**config.mk**
```make
export PLATFORM = sky130hd
export DESIGN_NAME = apb_slave_mem
export DESIGN_NICKNAME = d
export VERILOG_FILES = /design/src/rtl/apb_slave_mem.sv
export SDC_FILE = /design/constraint.sdc
export NUM_CORES = 1
export LEC_CHECK = 0
export CORE_UTILIZATION = 45
export CTS_BUF_LIST = sky130_fd_sc_hd__clkbuf_4 sky130_fd_sc_hd__clkbuf_8
export CTS_CLUSTER_SIZE = 25
export DETAILED_ROUTE_END_ITERATION = 10
export SKIP_LAST_GASP = 1
export SYNTH_ARGS = -nofsm -noshare
export SYNTH_HDL_FRONTEND = slang
export SYNTH_SLANG_ARGS = --single-unit
```
**constraint.sdc**
```tcl
create_clock -name clk -period 4 [get_ports clk]
set_clock_uncertainty 0.15 [all_clocks]
set_input_delay 0.6 -clock clk [delete_from_list [all_inputs] [get_ports clk]]
set_output_delay 0.6 -clock clk [all_outputs]
set_load 0.01 [all_outputs]
```
**src/rtl/apb_slave_mem.sv**
```systemverilog
// apb_slave_mem: APB slave backed by a small register-file memory.
// Two-state FSM (IDLE/ACCESS).
// Setup-phase fields are latched, so later bus changes do not affect a transfer.
// pready, pslverr and pr_data are all registered outputs.
// Optional macro APB_SLV_WAIT_EN builds a wait counter that holds pready low
// for WAIT_STATES access cycles.
// Without the macro every transfer completes with zero wait states.
module apb_slave_mem #(
    parameter int DATA_W      = 8,
    parameter int ADDR_W      = 8,
    parameter int DEPTH       = 16,
    parameter int WAIT_STATES = 0
) (
    input  logic              clk,
    input  logic              preset,
    input  logic              psel,
    input  logic              penable,
    input  logic              pwrite,
    input  logic [ADDR_W-1:0] paddr,
    input  logic [DATA_W-1:0] pw_data,
    output logic [DATA_W-1:0] pr_data,
    output logic              pready,
    output logic              pslverr
);
    localparam int IDX_W = (DEPTH > 1) ? $clog2(DEPTH) : 1;

    // Elaboration-time parameter sanity checks
    if (WAIT_STATES < 0 || WAIT_STATES > 15) begin : g_bad_wait
        $error("apb_slave_mem: WAIT_STATES must be 0..15");
    end
    if (DEPTH < 1 || DEPTH > (2 ** ADDR_W)) begin : g_bad_depth
        $error("apb_slave_mem: DEPTH must be 1..2**ADDR_W");
    end

    typedef enum logic {IDLE = 1'b0, ACCESS = 1'b1} state_t;

    state_t              state_q, state_d;
    logic [ADDR_W-1:0]   addr_q, addr_d;
    logic                write_q, write_d;
    logic [DATA_W-1:0]   wdata_q, wdata_d;
    logic                pready_q, pready_d;
    logic                pslverr_q, pslverr_d;
    logic [DATA_W-1:0]   pr_data_q, pr_data_d;
    logic [DATA_W-1:0]   mem_q [DEPTH];
    logic [DATA_W-1:0]   mem_d [DEPTH];
`ifdef APB_SLV_WAIT_EN
    logic [3:0]          cnt_q, cnt_d;
`endif

    // Response is built from whichever address/direction is current when
    // pready rises: the live bus on the setup edge, the latched copy later.
    logic                set_rdy;
    logic [ADDR_W-1:0]   rdy_addr;
    logic                rdy_wr;

    // Zero-extend by one bit so DEPTH == 2**ADDR_W still compares correctly
    function automatic logic in_range(input logic [ADDR_W-1:0] a);
        return ({1'b0, a} < (ADDR_W + 1)'(DEPTH));
    endfunction

    // Next-state, wait counting, response and memory-commit logic
    always_comb begin
        state_d   = state_q;
        addr_d    = addr_q;
        write_d   = write_q;
        wdata_d   = wdata_q;
        pready_d  = pready_q;
        pslverr_d = pslverr_q;
        pr_data_d = pr_data_q;
        mem_d     = mem_q;
        set_rdy   = 1'b0;
        rdy_addr  = addr_q;
        rdy_wr    = write_q;
`ifdef APB_SLV_WAIT_EN
        cnt_d     = cnt_q;
`endif
        case (state_q)
            IDLE: begin
                // penable without a setup phase falls through untouched
                if (psel && !penable) begin
                    state_d  = ACCESS;
                    addr_d   = paddr;
                    write_d  = pwrite;
                    wdata_d  = pw_data;
                    rdy_addr = paddr;
                    rdy_wr   = pwrite;
`ifdef APB_SLV_WAIT_EN
                    cnt_d = 4'(WAIT_STATES);
                    if (WAIT_STATES == 0) set_rdy  = 1'b1;
                    else                  pready_d = 1'b0;
`else
                    set_rdy = 1'b1;
`endif
                end
            end
            ACCESS: begin
                if (!psel) begin
                    // Abort: drop the transfer, nothing is written
                    state_d   = IDLE;
                    pready_d  = 1'b0;
                    pslverr_d = 1'b0;
`ifdef APB_SLV_WAIT_EN
                    cnt_d     = 4'd0;
`endif
                end else if (penable) begin
                    if (pready_q) begin
                        if (write_q && in_range(addr_q))
                            mem_d[addr_q[IDX_W-1:0]] = wdata_q;
                        pready_d  = 1'b0;
                        pslverr_d = 1'b0;
                        state_d   = IDLE;
                    end
`ifdef APB_SLV_WAIT_EN
                    else if (cnt_q <= 4'd1) begin
                        cnt_d   = 4'd0;
                        set_rdy = 1'b1;
                    end else begin
                        cnt_d = cnt_q - 4'd1;
                    end
`endif
                end
            end
            default: state_d = IDLE;
        endcase

        if (set_rdy) begin
            pready_d  = 1'b1;
            pslverr_d = !in_range(rdy_addr);
            if (!rdy_wr)
                pr_data_d = in_range(rdy_addr) ? mem_q[rdy_addr[IDX_W-1:0]] : '0;
        end
    end

    // State registers; reset clears the whole memory as well
    always_ff @(posedge clk or negedge preset) begin
        if (!preset) begin
            state_q   <= IDLE;
            addr_q    <= '0;
            write_q   <= 1'b0;
            wdata_q   <= '0;
            pready_q  <= 1'b0;
            pslverr_q <= 1'b0;
            pr_data_q <= '0;
`ifdef APB_SLV_WAIT_EN
            cnt_q     <= 4'd0;
`endif
            for (int i = 0; i < DEPTH; i++) mem_q[i] <= '0;
        end else begin
            state_q   <= state_d;
            addr_q    <= addr_d;
            write_q   <= write_d;
            wdata_q   <= wdata_d;
            pready_q  <= pready_d;
            pslverr_q <= pslverr_d;
            pr_data_q <= pr_data_d;
`ifdef APB_SLV_WAIT_EN
            cnt_q     <= cnt_d;
`endif
            mem_q     <= mem_d;
        end
    end

    assign pr_data = pr_data_q;
    assign pready  = pready_q;
    assign pslverr = pslverr_q;

endmodule

```
Word-level counts from Yosys, hierarchy flattened. Cells that the tools add are included. W data, S select, Z words.

Mux-type cells: 26. Bitwise gates (word level): 4. Reduce and logical (&&, ||, !) cells: 11. Equality and inequality tests: 2. Order comparisons: 5.

Operators with widths (number): $bwmux W128 (1); $mux W8 (6); $bmux W8 S4 (1); $demux W8 S4 (1); $lt A8 B5 Y1 const B (2); $mux W1 (16); $ge A5 B5 Y1 const B (2); $not A4 Y5 (2); $ne A3 B1 Y1 const B (2); $reduce_and A2 Y1 (3); $lt A5 B1 Y1 const B (1); $reduce_and A5 Y1 (1); $logic_and A1 B1 Y1 (3); $reduce_and A3 Y1 (1); $logic_not A1 Y1 (2); $not A1 Y1 (2); $pmux W1 S2 (1); $reduce_bool A2 Y1 (1).

Word-level logic and storage cells: 71. Input bits: 21. Register bits after elaboration: 156. Output and inout bits: 10.

Longest topological paths before layout.
Word-level depth: 9. Gate-level depth with buffers: 9. Gate-level depth less buffers: 7.

Least setup slack after synthesis. No wires, ideal clock.

Path type: input -> register. Start: input port penable. End: register pr_data_q[3], in the netlist pr_data[3]. Arrival time: 2.286 ns. Path slack: 1.435 ns. Cell stages on the path: 7. Setup time: 0.129 ns. Buffers on the path: 1. Required time: 3.721 ns. Path through: nor3b_4 -> mux2i_2 -> inv_2 -> buf_4 -> mux4_2 -> a22oi_1 -> nand3_1.

Cells in the longest elaborated chain, start to end: 9. Elaborated cells on any way between the ends: 16. Classes of those cells: order compare: 1; mux: 10; bitwise: 2; reduce/logical: 3.

Ends and longest elaborated chain: from (decl) (RTL line 17) `input logic penable,`; $logic_not A1 Y1 * (RTL line 80) `if (psel && !penable) begin`; $logic_and A1 B1 Y1 * (RTL line 80); $mux W8 (RTL line 80); $mux W8 (RTL line 77) `case (state_q)`; $not A4 Y5 (implied by the code) (RTL line 130) `pr_data_d = in_range(rdy_addr) ? mem_q[rdy_addr[IDX_W-1:0]] : '0;`; $bmux W8 S4 (RTL line 130); $mux W8 (implied by the code) (2 in series) (RTL line 130); $mux W8 (RTL line 130); to (signal assigned) (RTL line 155) `pr_data_q <= pr_data_d;`; to (decl) (RTL line 43) `logic [DATA_W-1:0] pr_data_q, pr_data_d;`.

Mark *: on every way between the ends. The rest lies on a longest branch, timed or not. The select of a mux whose other input is x is not followed. A chain may end at the register's enable or synchronous reset.

Final worst setup path.
Start: input port psel. End: register pr_data_q[4], in the netlist pr_data[4].

Cells in the longest elaborated chain, start to end: 8. Elaborated cells on any way between the ends: 15. Classes of those cells: order compare: 1; mux: 10; bitwise: 2; reduce/logical: 2.

Ends and longest elaborated chain: from (decl) (RTL line 16) `input logic psel,`; $logic_and A1 B1 Y1 * (RTL line 80); $mux W8 (RTL line 80); $mux W8 (RTL line 77); $not A4 Y5 (implied by the code) (RTL line 130); $bmux W8 S4 (RTL line 130); $mux W8 (implied by the code) (2 in series) (RTL line 130); $mux W8 (RTL line 130).

Marks and branches as above.

==> impl_results.md <==
* Status: finished, final reports clean
* Final Max Slew Viols at 0
* CTS Buf Count at 17
* Worst path max stage delay at 0.65 ns
* Metal2 WL at 7.79 mm
* Max_cap viols at 0
* Port bufs at 30
* Worst Max-Slew Pin Slew at 1.03 ns
* Headroom to the max-slew limit at 0.308
* DRC errors left at 0
* Sink Count at 156
* Sw frac at 0.280
* Routability Congestion at 0.843
* P&R area growth vs syn at 14.4%
* Setup_tns at 0 ns
* IO Pins at 31
* Total grt overflow at 0
* Initial antenna violation count at 0
* Place WS at 0.390 ns
* Post-Route WL at 16.6 mm
* Post-CTS sizing at 0
* Max Clock Freq at 317 MHz
* RSZ-0062 raised after global routing: false
* # rows at 45
* Layout net count at 621
* GRT Total Usage at 0.228
* Unique masters post-synth at 43
* Hold/Removal Path Class: primary input to async pin
* Max VDD drop at 0.202 mV
* FF+latch count, synth at 156
* Setup bufs post-CTS at 0
* Final Hold Violating Endpoints at 0
* Leakage at 3.75 nW
* Sequential share of the synthesized area at 0.553
* Final core utilization at 0.529
* Internal power at 2.41 mW
* Post-Syn Nets at 582
* Cell count after synthesis at 559
* Reg-to-reg startpoint: state_q
* Critical path class: primary input to flop
* Multi-input logic area at 3010 um^2
* Largest net degree at the start of global routing at 101
* Core area at 15300 um^2
* Data required time of the worst path at 4.19 ns
* Sequential cell area at 3900 um^2
* First-pass GRT wire length at 27.3 mm
* Hold-fix buffers, CTS at 0
* Share of cells above drive strength 1 at 0.354
* Worst reg-to-reg path cell count at 7
* Pre-Repair DR Iteration Count at 4
* Arr. time, crit path at 3.34 ns
* R2R setup slack at 1.11 ns
* Flop pwr share at 0.520
* Clock Power Share at 0.364
* Async set-reset flop share out of synthesis at 1.00
* EDFF count, synth at 0
* Post-Synthesis Cell Area at 7060 um^2
* Die area at 16200 um^2
* Root Buffer: clkbuf_8
* Warnings, synthesis at 0
* H-tree levels at 4
* Final setup viols at 0
* R2r endpoint: pr_data[4]
* Synthesized area per cell at 12.6 um^2
* Max Fanout on Critical Path at 8
* Reg clk slew, reported paths at 0.08 ns
* Worst setup margin at 0.848 ns
* Chip Width at 127 um
* Die extent in y at 127 um
* Number of diodes at 0
* Crit path capture type: flop
* Top_reg_cell synth: dfrtp_1
* Met1 wire length at 7.71 mm
* Final min period at 3.15 ns
* Fill cells at 1350
* Final period util at 0.788
* Critical-path top delay cell: mux2i_1
* Commonest cells after routing, fill and taps aside: dfrtp_1, mux2_2, nand2_1
* Uppermost layer routed: met4
* Initial DRC count at 274
* Cells along the critical path: clkdlybuf4s50_1 > nor3b_4 > buf_4 > mux2i_1 > nor2_1 > and3_1 > a32oi_1 > nand3_1
* Via/cell ratio at 5.60
* Clk_lat worst skew at 0.47 ns
* CTS Buffer Depth at 2
* Initial Util at 0.463
* Vias at 4606
* WL/cell at 20.2 um
* Gate power share at 0.117
* Sw Pwr at 0.936 mW
* HPWL after DPL at 10.8 mm
* Setup crit start kind: primary input
* CTS tree: built
* Vias in the first global route at 4849
* PD cells at 415 nW/um^2
* Routed Antenna Nets at 0
* Wire length on met3 at 813 um
* Commonest non-fill, non-tap cell in the layout: dfrtp_1
-- stage by stage --
stage | cells | instance area [um^2] | hold slack [ns] | total power, mW
floorplan | 559 | 7060 | 0.154 | 1.97
global placement | 790 | 7660 | 0.319 | 2.16
detailed placement | 790 | 7660 | 0.335 | 2.17
CTS | 822 | 8070 | 0.112 | 3.37
global route | 822 | 8070 | 0.142 | 3.49
finish | 822 | 8070 | 0.0581 | 3.35
-- final cells by class --
cell class / instances / area share
Sequential cell: 156 / 0.483
Multi-Input combinational cell: 365 / 0.372
Timing Repair Buffer: 52 / 0.0578
Clock buffer: 25 / 0.0403
Tap cell: 211 / 0.0327
Clock inverter: 7 / 0.0105
Inverter: 6 / 0.00279
-- how the worst max path moves through the flow --
stage | start | end | slack, ns
detailed placement | psel | pr_data[2] | 0.39
finish | psel | pr_data[4] | 0.85
global route | psel | pr_data[2] | 0.72
floorplan | penable | pr_data[3] | 1.43
global placement | psel | pr_data[4] | 0.37
CTS | psel | pr_data[2] | 0.87
-- critical path: cells and delay by family --
family | cells | cell delay, ns
AOI/OAI and AO/OA | 1 | 0.30
muxes | 1 | 0.65
buffers and inverters | 2 | 0.83
and+or+nand+nor | 4 | 0.97
-- per-layer routing --
layer	track usage	up-vias
met3	0.0444	26
met5	0	-
met4	0.0840	0
met2	0.357	112
met1	0.317	2379
li1	-	2089
-- kinds of logic after synthesis --
kind of cell	synth area share
flip-flops	0.553
multiplexers	0.258
AND/OR/NAND/NOR	0.104
AO/OA/AOI/OAI	0.0585
buffers and inverters	0.0227
adder cells (fa/ha/maj)	0.00354
-- flip-flops by register name (all words and copies together), names as in the netlist --
name     flops
addr_q       8
pready       1
pslverr      1
write_q      1
mem_q      128
wdata_q      8
state_q      1
pr_data      8
-- synth_stat cells, drive strengths merged (3+ instances only) --
master / count / share of area
nor3: 3 / 0.0051
a21oi: 26 / 0.018
a32oi: 10 / 0.012
dfrtp: 156 / 0.55
buf: 9 / 0.0073
nand3: 26 / 0.018
inv: 6 / 0.0032
o21ai: 3 / 0.0021
a22oi: 14 / 0.015
nand3b: 3 / 0.0032
nand2: 81 / 0.043
mux4: 8 / 0.026
nor4: 4 / 0.0062
and3: 4 / 0.0035
mux2i: 5 / 0.0076
a221oi: 4 / 0.0050
a31oi: 4 / 0.0035
clkbuf: 23 / 0.012
mux2: 141 / 0.22
nor2: 13 / 0.0094
nand2b: 3 / 0.0027
-- power by group through the flow --
stage               registers, mW  logic (mW)  clock network [mW]
global route                 1.76       0.427                1.30
global placement             1.77       0.392                   0
detailed placement           1.77       0.393                   0
floorplan                    1.69       0.274                   0
CTS                          1.74       0.394                1.24
finish                       1.74       0.391                1.22
No activity file was read; power rests on OpenSTA's default activity.
